File: src/rtl/bw_io_dtl_rcv_dglitch_pkg.sv
// Shared definitions for the DTL receiver deglitch path: FSM state encodings
// and the width helper used to size the debounce counter.
package bw_io_dtl_rcv_dglitch_pkg;

   typedef enum logic {
      ST_STABLE = 1'b0,
      ST_PEND   = 1'b1
   } dg_state_e;

   // Ceiling log2 with a floor of 1 bit so a counter never collapses to zero width.
   function automatic int clog2_f(input int v);
      int r;
      int x;
      r = 0;
      x = v - 1;
      while (x > 0) begin
         r++;
         x = x >> 1;
      end
      return (r < 1) ? 1 : r;
   endfunction

endpackage

File: src/rtl/bw_io_dtl_rcv_dglitch_if.sv
// Signal bundle between the receiver/CSR side and the deglitch block.
interface bw_io_dtl_rcv_dglitch_if #(
   parameter int CNT_W = 8
);
   logic             rcv_in;
   logic             filt_en;
   logic             clr_cnt;
   logic             out;
   logic             rise;
   logic             fall;
   logic [CNT_W-1:0] glitch_cnt;

   modport master (
      output rcv_in, filt_en, clr_cnt,
      input  out, rise, fall, glitch_cnt
   );

   modport slave (
      input  rcv_in, filt_en, clr_cnt,
      output out, rise, fall, glitch_cnt
   );
endinterface

File: src/rtl/bw_io_dtl_rcv_dglitch_sync.sv
// Parameterised N-flop synchroniser with a configurable reset value; shared by
// the JBUS pad receive paths.
module bw_io_dtl_sync #(
   parameter int   STAGES    = 2,
   parameter logic RESET_VAL = 1'b0
) (
   input  logic clk,
   input  logic rst,
   input  logic d_i,
   output logic q_o
);

   logic [STAGES-1:0] sync_q;

   always_ff @(posedge clk) begin
      if (rst) begin
         sync_q <= {STAGES{RESET_VAL}};
      end else begin
         sync_q <= {sync_q[STAGES-2:0], d_i};
      end
   end

   assign q_o = sync_q[STAGES-1];

endmodule

File: src/rtl/bw_io_dtl_rcv_dglitch.sv
// Deglitch/edge-detect stage after the DTL/HSTL sense amp: synchronise, debounce
// with a consecutive-sample filter, emit level plus rise/fall pulses and a glitch count.
module bw_io_dtl_rcv_dglitch
   import bw_io_dtl_rcv_dglitch_pkg::*;
#(
   parameter int   SYNC_STAGES = 2,
   parameter int   DEB_CYCLES  = 4,
   parameter int   CNT_W       = 8,
   parameter logic RESET_VAL   = 1'b0
) (
   input logic                    clk,
   input logic                    rst,
   bw_io_dtl_rcv_dglitch_if.slave bus
);

   localparam int               DEB_W   = clog2_f(DEB_CYCLES + 1);
   localparam logic [DEB_W-1:0] DEB_MAX = DEB_W'(DEB_CYCLES);
   localparam logic [CNT_W-1:0] CNT_SAT = '1;
   localparam bit               DEB_ONE = (DEB_CYCLES == 1);

   logic             sync_q;
   dg_state_e        state_q, state_d;
   logic [DEB_W-1:0] deb_cnt_q, deb_cnt_d, deb_inc;
   logic             out_q, out_d;
   logic             rise_q, fall_q;
   logic [CNT_W-1:0] glitch_cnt_q, glitch_cnt_d;
   logic             glitch_inc;
   logic             mismatch;
   logic             deb_hit;

   bw_io_dtl_sync #(
      .STAGES    (SYNC_STAGES),
      .RESET_VAL (RESET_VAL)
   ) u_sync (
      .clk (clk),
      .rst (rst),
      .d_i (bus.rcv_in),
      .q_o (sync_q)
   );

   assign mismatch = sync_q ^ out_q;
   assign deb_inc  = deb_cnt_q + DEB_W'(1);
   assign deb_hit  = (deb_inc == DEB_MAX);

   always_ff @(posedge clk) begin
      if (rst) begin
         state_q <= ST_STABLE;
      end else begin
         state_q <= state_d;
      end
   end

   // With DEB_CYCLES==1 the first mismatch already flips out, so PEND is never entered.
   always_comb begin
      state_d = state_q;
      if (!bus.filt_en) begin
         state_d = ST_STABLE;
      end else begin
         case (state_q)
            ST_STABLE: if (mismatch && !DEB_ONE) state_d = ST_PEND;
            ST_PEND:   if (!mismatch || deb_hit) state_d = ST_STABLE;
            default:   state_d = ST_STABLE;
         endcase
      end
   end

   // Dropping filt_en or taking reset mid-PEND discards the run without counting it.
   always_comb begin
      out_d      = out_q;
      deb_cnt_d  = '0;
      glitch_inc = 1'b0;
      if (!bus.filt_en) begin
         out_d = sync_q;
      end else begin
         case (state_q)
            ST_STABLE: begin
               if (mismatch) begin
                  if (DEB_ONE) out_d = sync_q;
                  else         deb_cnt_d = DEB_W'(1);
               end
            end
            ST_PEND: begin
               if (!mismatch)    glitch_inc = 1'b1;
               else if (deb_hit) out_d = sync_q;
               else              deb_cnt_d = deb_inc;
            end
            default: ;
         endcase
      end
   end

   always_comb begin
      glitch_cnt_d = glitch_cnt_q;
      if (bus.clr_cnt) begin
         glitch_cnt_d = '0;
      end else if (glitch_inc && (glitch_cnt_q != CNT_SAT)) begin
         glitch_cnt_d = glitch_cnt_q + CNT_W'(1);
      end
   end

   always_ff @(posedge clk) begin
      if (rst) begin
         out_q        <= RESET_VAL;
         rise_q       <= 1'b0;
         fall_q       <= 1'b0;
         deb_cnt_q    <= '0;
         glitch_cnt_q <= '0;
      end else begin
         out_q        <= out_d;
         rise_q       <= out_d & ~out_q;
         fall_q       <= ~out_d & out_q;
         deb_cnt_q    <= deb_cnt_d;
         glitch_cnt_q <= glitch_cnt_d;
      end
   end

   assign bus.out        = out_q;
   assign bus.rise       = rise_q;
   assign bus.fall       = fall_q;
   assign bus.glitch_cnt = glitch_cnt_q;

endmodule

File: src/flat_wrapper.sv
// flat-port wrapper written by rule: the top's interface ports become plain ports
module bw_io_dtl_rcv_dglitch_flat import bw_io_dtl_rcv_dglitch_pkg::*;
#(
   parameter int   SYNC_STAGES = 2,
   parameter int   DEB_CYCLES  = 4,
   parameter int   CNT_W       = 8,
   parameter logic RESET_VAL   = 1'b0
)
  (clk, rst, bus_rcv_in, bus_filt_en, bus_clr_cnt, bus_out, bus_rise, bus_fall, bus_glitch_cnt);
  bw_io_dtl_rcv_dglitch_if #(.CNT_W(CNT_W)) bus_i ();
  input logic clk;
  input logic rst;
  input wire logic [$bits(bus_i.rcv_in)-1:0] bus_rcv_in;
  input wire logic [$bits(bus_i.filt_en)-1:0] bus_filt_en;
  input wire logic [$bits(bus_i.clr_cnt)-1:0] bus_clr_cnt;
  output wire logic [$bits(bus_i.out)-1:0] bus_out;
  output wire logic [$bits(bus_i.rise)-1:0] bus_rise;
  output wire logic [$bits(bus_i.fall)-1:0] bus_fall;
  output wire logic [$bits(bus_i.glitch_cnt)-1:0] bus_glitch_cnt;
  assign bus_i.rcv_in = bus_rcv_in;
  assign bus_i.filt_en = bus_filt_en;
  assign bus_i.clr_cnt = bus_clr_cnt;
  assign bus_out = bus_i.out;
  assign bus_rise = bus_i.rise;
  assign bus_fall = bus_i.fall;
  assign bus_glitch_cnt = bus_i.glitch_cnt;
  bw_io_dtl_rcv_dglitch #(.SYNC_STAGES(SYNC_STAGES), .DEB_CYCLES(DEB_CYCLES), .CNT_W(CNT_W), .RESET_VAL(RESET_VAL)) u_core (.clk(clk), .rst(rst), .bus(bus_i));
endmodule
File: config.mk
export PLATFORM = sky130hd
export DESIGN_NAME = bw_io_dtl_rcv_dglitch_flat
export DESIGN_NICKNAME = d
export VERILOG_FILES = /design/src/rtl/bw_io_dtl_rcv_dglitch_pkg.sv /design/src/rtl/bw_io_dtl_rcv_dglitch_if.sv /design/src/rtl/bw_io_dtl_rcv_dglitch_sync.sv /design/src/rtl/bw_io_dtl_rcv_dglitch.sv /design/src/flat_wrapper.sv
export SDC_FILE = /design/constraint.sdc
export NUM_CORES = 1
export LEC_CHECK = 0
export ABC_CLOCK_PERIOD_IN_PS = 2120
export CORE_MARGIN = 5
export CORE_UTILIZATION = 35
export DETAILED_ROUTE_END_ITERATION = 6
export GPL_ROUTABILITY_DRIVEN = 0
export GPL_TIMING_DRIVEN = 0
export SKIP_CTS_REPAIR_TIMING = 1
export SYNTH_ARGS = -nofsm -noshare
export SYNTH_HDL_FRONTEND = slang
export SYNTH_SLANG_ARGS = --single-unit
File: constraint.sdc
create_clock -name clk -period 2.12 [get_ports clk]
set_clock_uncertainty 0.1 [all_clocks]
set_input_delay 0.212 -clock clk [delete_from_list [all_inputs] [get_ports clk]]
set_output_delay 0.212 -clock clk [all_outputs]
set_load 0.05 [all_outputs]
* Yosys cells after proc, flatten, opt, wreduce, memory -nomap -nowiden
Index checks and enable logic that the tools add are counted.
** Storage, ports and cells
- Register bits :: 17
- Bits of input ports :: 5
- Output and inout bits :: 11
- Logic and storage cells :: 37
** Operators by class
- Add/sub/neg operators :: 2
- Equal/unequal tests :: 2
- Multiplexer cells :: 14
- Bitwise gates (word level) :: 7
- Reductions and logical operators :: 5
** Operators by type and width (number)
- $mux 1 :: 10
- $add 8x1->8 const B :: 1
- $ne 8x8->1 const B :: 1
- $mux 3 :: 2
- $pmux 3 s2 :: 1
- $not 1->1 :: 4
- $reduce_or 2->1 :: 2
- $add 3x1->3 const B :: 1
- $eq 3x3->1 const B :: 1
- $and 1x1->1 :: 2
- $pmux 1 s2 :: 1
- $logic_and 1x1->1 :: 1
- $logic_not 1->1 :: 1
- $logic_or 1x1->1 :: 1
- $xor 1x1->1 :: 1

* Longest topological paths before layout
- Word-level depth :: 8
- Depth in mapped cells :: 6
- Depth with buffers taken out :: 5

* Hierarchy
Synthesis repeated with hierarchy kept, for this count alone.
** Second synthesis, totals
- Cells, all modules :: 84
- Area total of the unflattened synthesis :: 812.0 um^2
** Modules (own cells, without submodules)
- bw_io_dtl_rcv_dglitch :: times used 1, cells an instance 80, area an instance 759.5 um^2, sequential area each 300.3 um^2
- bw_io_dtl_sync :: times used 1, cells an instance 4, area an instance 52.6 um^2, sequential area each 40.0 um^2

* Worst setup path before layout
OpenSTA, ideal clock, no wires.
- Path type :: reg2reg
- From :: register u_core.glitch_cnt_q[0], in the netlist u_core.bus.glitch_cnt[0]
- To :: register u_core.glitch_cnt_q[7], in the netlist u_core.bus.glitch_cnt[7]
- Library setup time :: 0.121 ns
- Arrival time :: 1.905 ns
- Data required time :: 1.899 ns
- Setup slack :: -0.006 ns
- Cell stages (with the launch flop) :: 7
- Path buffers :: 1
- Period minus slack after synthesis :: 2.126 ns
- Cell sequence :: dfxtp_1 > ha_1 > and3_4 > a211o_1 > buf_6 > nor3_1 > mux2_2
** On the way
- Word-level cells in the longest chain between the ends :: 2
- Elaborated cells between the ends (all ways) :: 3
- Those cells by class :: add/sub (1); eq/ne (1); reduce/logical (1)
** RTL lines
- start: declaration :: RTL line bw_io_dtl_rcv_dglitch.sv:26 : logic [CNT_W-1:0] glitch_cnt_q, glitch_cnt_d;
- start signal: assignment :: RTL line bw_io_dtl_rcv_dglitch.sv:113 : glitch_cnt_q <= glitch_cnt_d;
- parallel branches: the longest is 2 deep, another holds $add 8x1->8
Several ways; the timed one is not identified.
A chain may end at the register's enable or synchronous reset.

* Worst setup path after layout
Same ends and word-level chain as after synthesis.

==> flow_metrics.py <==
metrics = {
    "outcome": {
        "run_status": "finished, final reports clean",
    },
    "die": {
        "io_pins": 16,
        "fp.dieH_um": 55.7,
        "die_area_um2": 3110,
        "core-area_um2": 1980,
        "start_util": 0.369,
        "die_x_um": 55.7,
        "rows": 16,
    },
    "sta": {
        "post-route-period-util": 0.915,
        "hold_violations": 0,
        "finalSetupViolCount": 0,
        "fmax_mhz": 515,
        "worst_pin_slew_ps": 496,
        "maxSlewViolCount": 0,
        "layout_setup_ws_ps": 180,
        "setup_tns_ps": 0,
        "max-slew-margin-rel": 0.668,
        "min_period_ps": 1940,
        "rsz0062_at_grt": "false",
    },
    "routing": {
        "viasPerCell": 4.88,
        "antenna_left": 0,
        "wl_mm": 1.42,
        "drt_pass1_iterations": 2,
        "drc_errors": 0,
        "wl_per_cell_um": 11.4,
        "drtIter0Drc": 6,
        "vias": 610,
    },
    "logic_synthesis": {
        "synthCells": 79,
        "synth.top_cell.area_share": 0.465,
        "yosysMostFrequentCell": "dfxtp_1",
        "synth_area_leaders": "dfxtp_1 46%, ha_1 5.1%, a21oi_1 4.1%",
        "async_flop_share": 0,
        "synth-edff-count": 0,
        "synth_common_cells": "17 x dfxtp_1, 7 x nand2_1, 6 x a21oi_1",
        "synth_nets": 87,
        "ys.warnings.count": 0,
        "netlist_area_um2": 732,
        "synth_seq_cells": 17,
        "syn_area_per_cell_um2": 9.27,
        "synth_area_leader_cell": "dfxtp_1",
        "synth-main-ff-cell": "dfxtp_1",
        "ys_types": 30,
        "ys_seq_area_frac": 0.465,
    },
    "worst_setup_path": {
        "rr_startpoint": "u_core.bus.glitch_cnt[0]",
        "arrival_ps": 2020,
        "worstSetupEndpointType": "flop",
        "critPathMaxStageDelay_ps": 350,
        "crit_path_start": "u_core.bus.glitch_cnt[0]",
        "path_max_fanout": 10,
        "critPathTopFamily": "flip-flops",
        "path_buf_inv": 1,
        "crit_path_start_kind": "flop",
        "cp_cell_sequence": "ha_1, and3_4, a211o_1, buf_6, nor3_1, mux2_2",
        "path_class": "reg -> reg",
        "crit_slowest_cell": "dfxtp_2",
        "required_ps": 2200,
    },
    "power_and_ir_drop": {
        "vdd_drop_max_mv": 0.304,
        "power.leakage_nw": 0.332,
        "cellPowerDensity_nw_per_um2": 549,
    },
    "layout": {
        "n_fill_cell": 197,
        "antenna_cells": 0,
        "multi_input_area_um2": 365,
        "finalCoreUtilization": 0.476,
        "final_nets": 107,
        "syn2layout_area_growth_pct": 28.9,
        "seq_area_um2": 342,
        "drive_gt1_frac": 0.0816,
    },
    "clock_network": {
        "clkTransAtPathRegs_ps": 90,
        "numCtsBuffers": 3,
        "cts_root_buf": "clkbuf_4",
        "cts_sinks": 17,
        "clock_latency_ps": 280,
        "clockBufferDepth": 2,
        "cts-htree-levels": 1,
        "cts_tree": "built",
    },
    "place": {
        "io_buffers": 15,
        "dp_hpwl_mm": 1.07,
        "dp_slack_ps": 183,
    },
    "global_routing": {
        "grt-ovfl-total": 0,
        "grt_antenna_before_repair": 0,
        "grt_usage": 0.104,
        "grt_pass1_vias": 597,
        "grt_max_degree": 11,
        "grt_pass1_wl_mm": 2.52,
    },
    "run": {
        "cap_violations": 0,
    },
    "hold_path": {
        "hold_path.class": "reg -> reg",
        "holdCritStartpoint": "u_core.u_sync.sync_q[0]",
    },
}
## sequential cells by signal, summed over array words and instances (netlist names)
signal	count
u_core.bus.fall	1
u_core.bus.glitch_cnt	8
u_core.bus.out	1
u_core.bus.rise	1
u_core.deb_cnt_q	3
u_core.state_q	1
u_core.u_sync.sync_q	2
## area by class of cell
class | instances | area share
Sequential cell | 17 | 0.362
Buffer | 2 | 0.0159
Timing Repair Buffer | 15 | 0.159
Clock buffer | 4 | 0.0279
Multi-Input combinational cell | 57 | 0.387
Tap cell | 27 | 0.0358
Inverter | 3 | 0.0119
## logic make-up after synthesis
logic type	after synthesis	synth area share
buffers and inverters	5	0.0359
flip-flops	17	0.465
adder cells (fa/ha/maj)	3	0.0513
AO/OA/AOI/OAI	15	0.120
AND/OR/NAND/NOR	34	0.263
multiplexers	2	0.0291
XOR/XNOR	3	0.0359
## layer usage
layer	up-vias	global-route usage	part of all wire	wire (µm)
met1	276	0.113	0.48	687
met3	2	0.0510	0.057	81
met5	-	0	0	0
met2	13	0.166	0.45	636
met4	0	0.0521	0.011	15
li1	319	-	-	-
## worst paths after layout
path,end,slack [ps],cells after the start
max reg2reg,u_core.bus.glitch_cnt[7],180,6
max,u_core.bus.glitch_cnt[7],180,6
min,u_core.u_sync.sync_q[1],360,1
min reg2reg,u_core.u_sync.sync_q[1],360,1
## cells in the final DEF, fill, tap and decap left out, types with 3 or more instances in the layout
cell type,netlist,final
clkdlybuf4s50_1,0,15
inv_1,3,3
dfxtp_1,17,16
nand3_1,4,4
nor2_1,5,5
ha_1,3,3
o21ai_0,4,4
clkbuf_4,0,3
nand2_1,7,7
or3_1,4,4
a21oi_1,6,6
## per-stage QoR
step	cell area [µm²]	cells	total power, mW	hold WS, ps
3_5_place_dp	917	121	0.362	329
6_report	943	125	0.518	358
3_3_place_gp	917	121	0.362	346
5_1_grt	943	125	0.547	371
4_1_cts	943	125	0.528	362
2_1_floorplan	733	79	0.348	184
## report_power, final
part	switching, mW	total [mW]	internal (mW)
combinational	0.0148	0.0291	0.0144
clock	0.0900	0.163	0.0730
sequential	0.00286	0.326	0.323
total	0.108	0.518	0.410
## worst register-to-register path, cell delays in order, from the launching register on
cell     delay, ps
dfxtp_2        350
ha_1           240
and3_4         190
a211o_1        320
buf_6          150
nor3_1         140
mux2_2         350
Power figures use the tool's default switching activity.
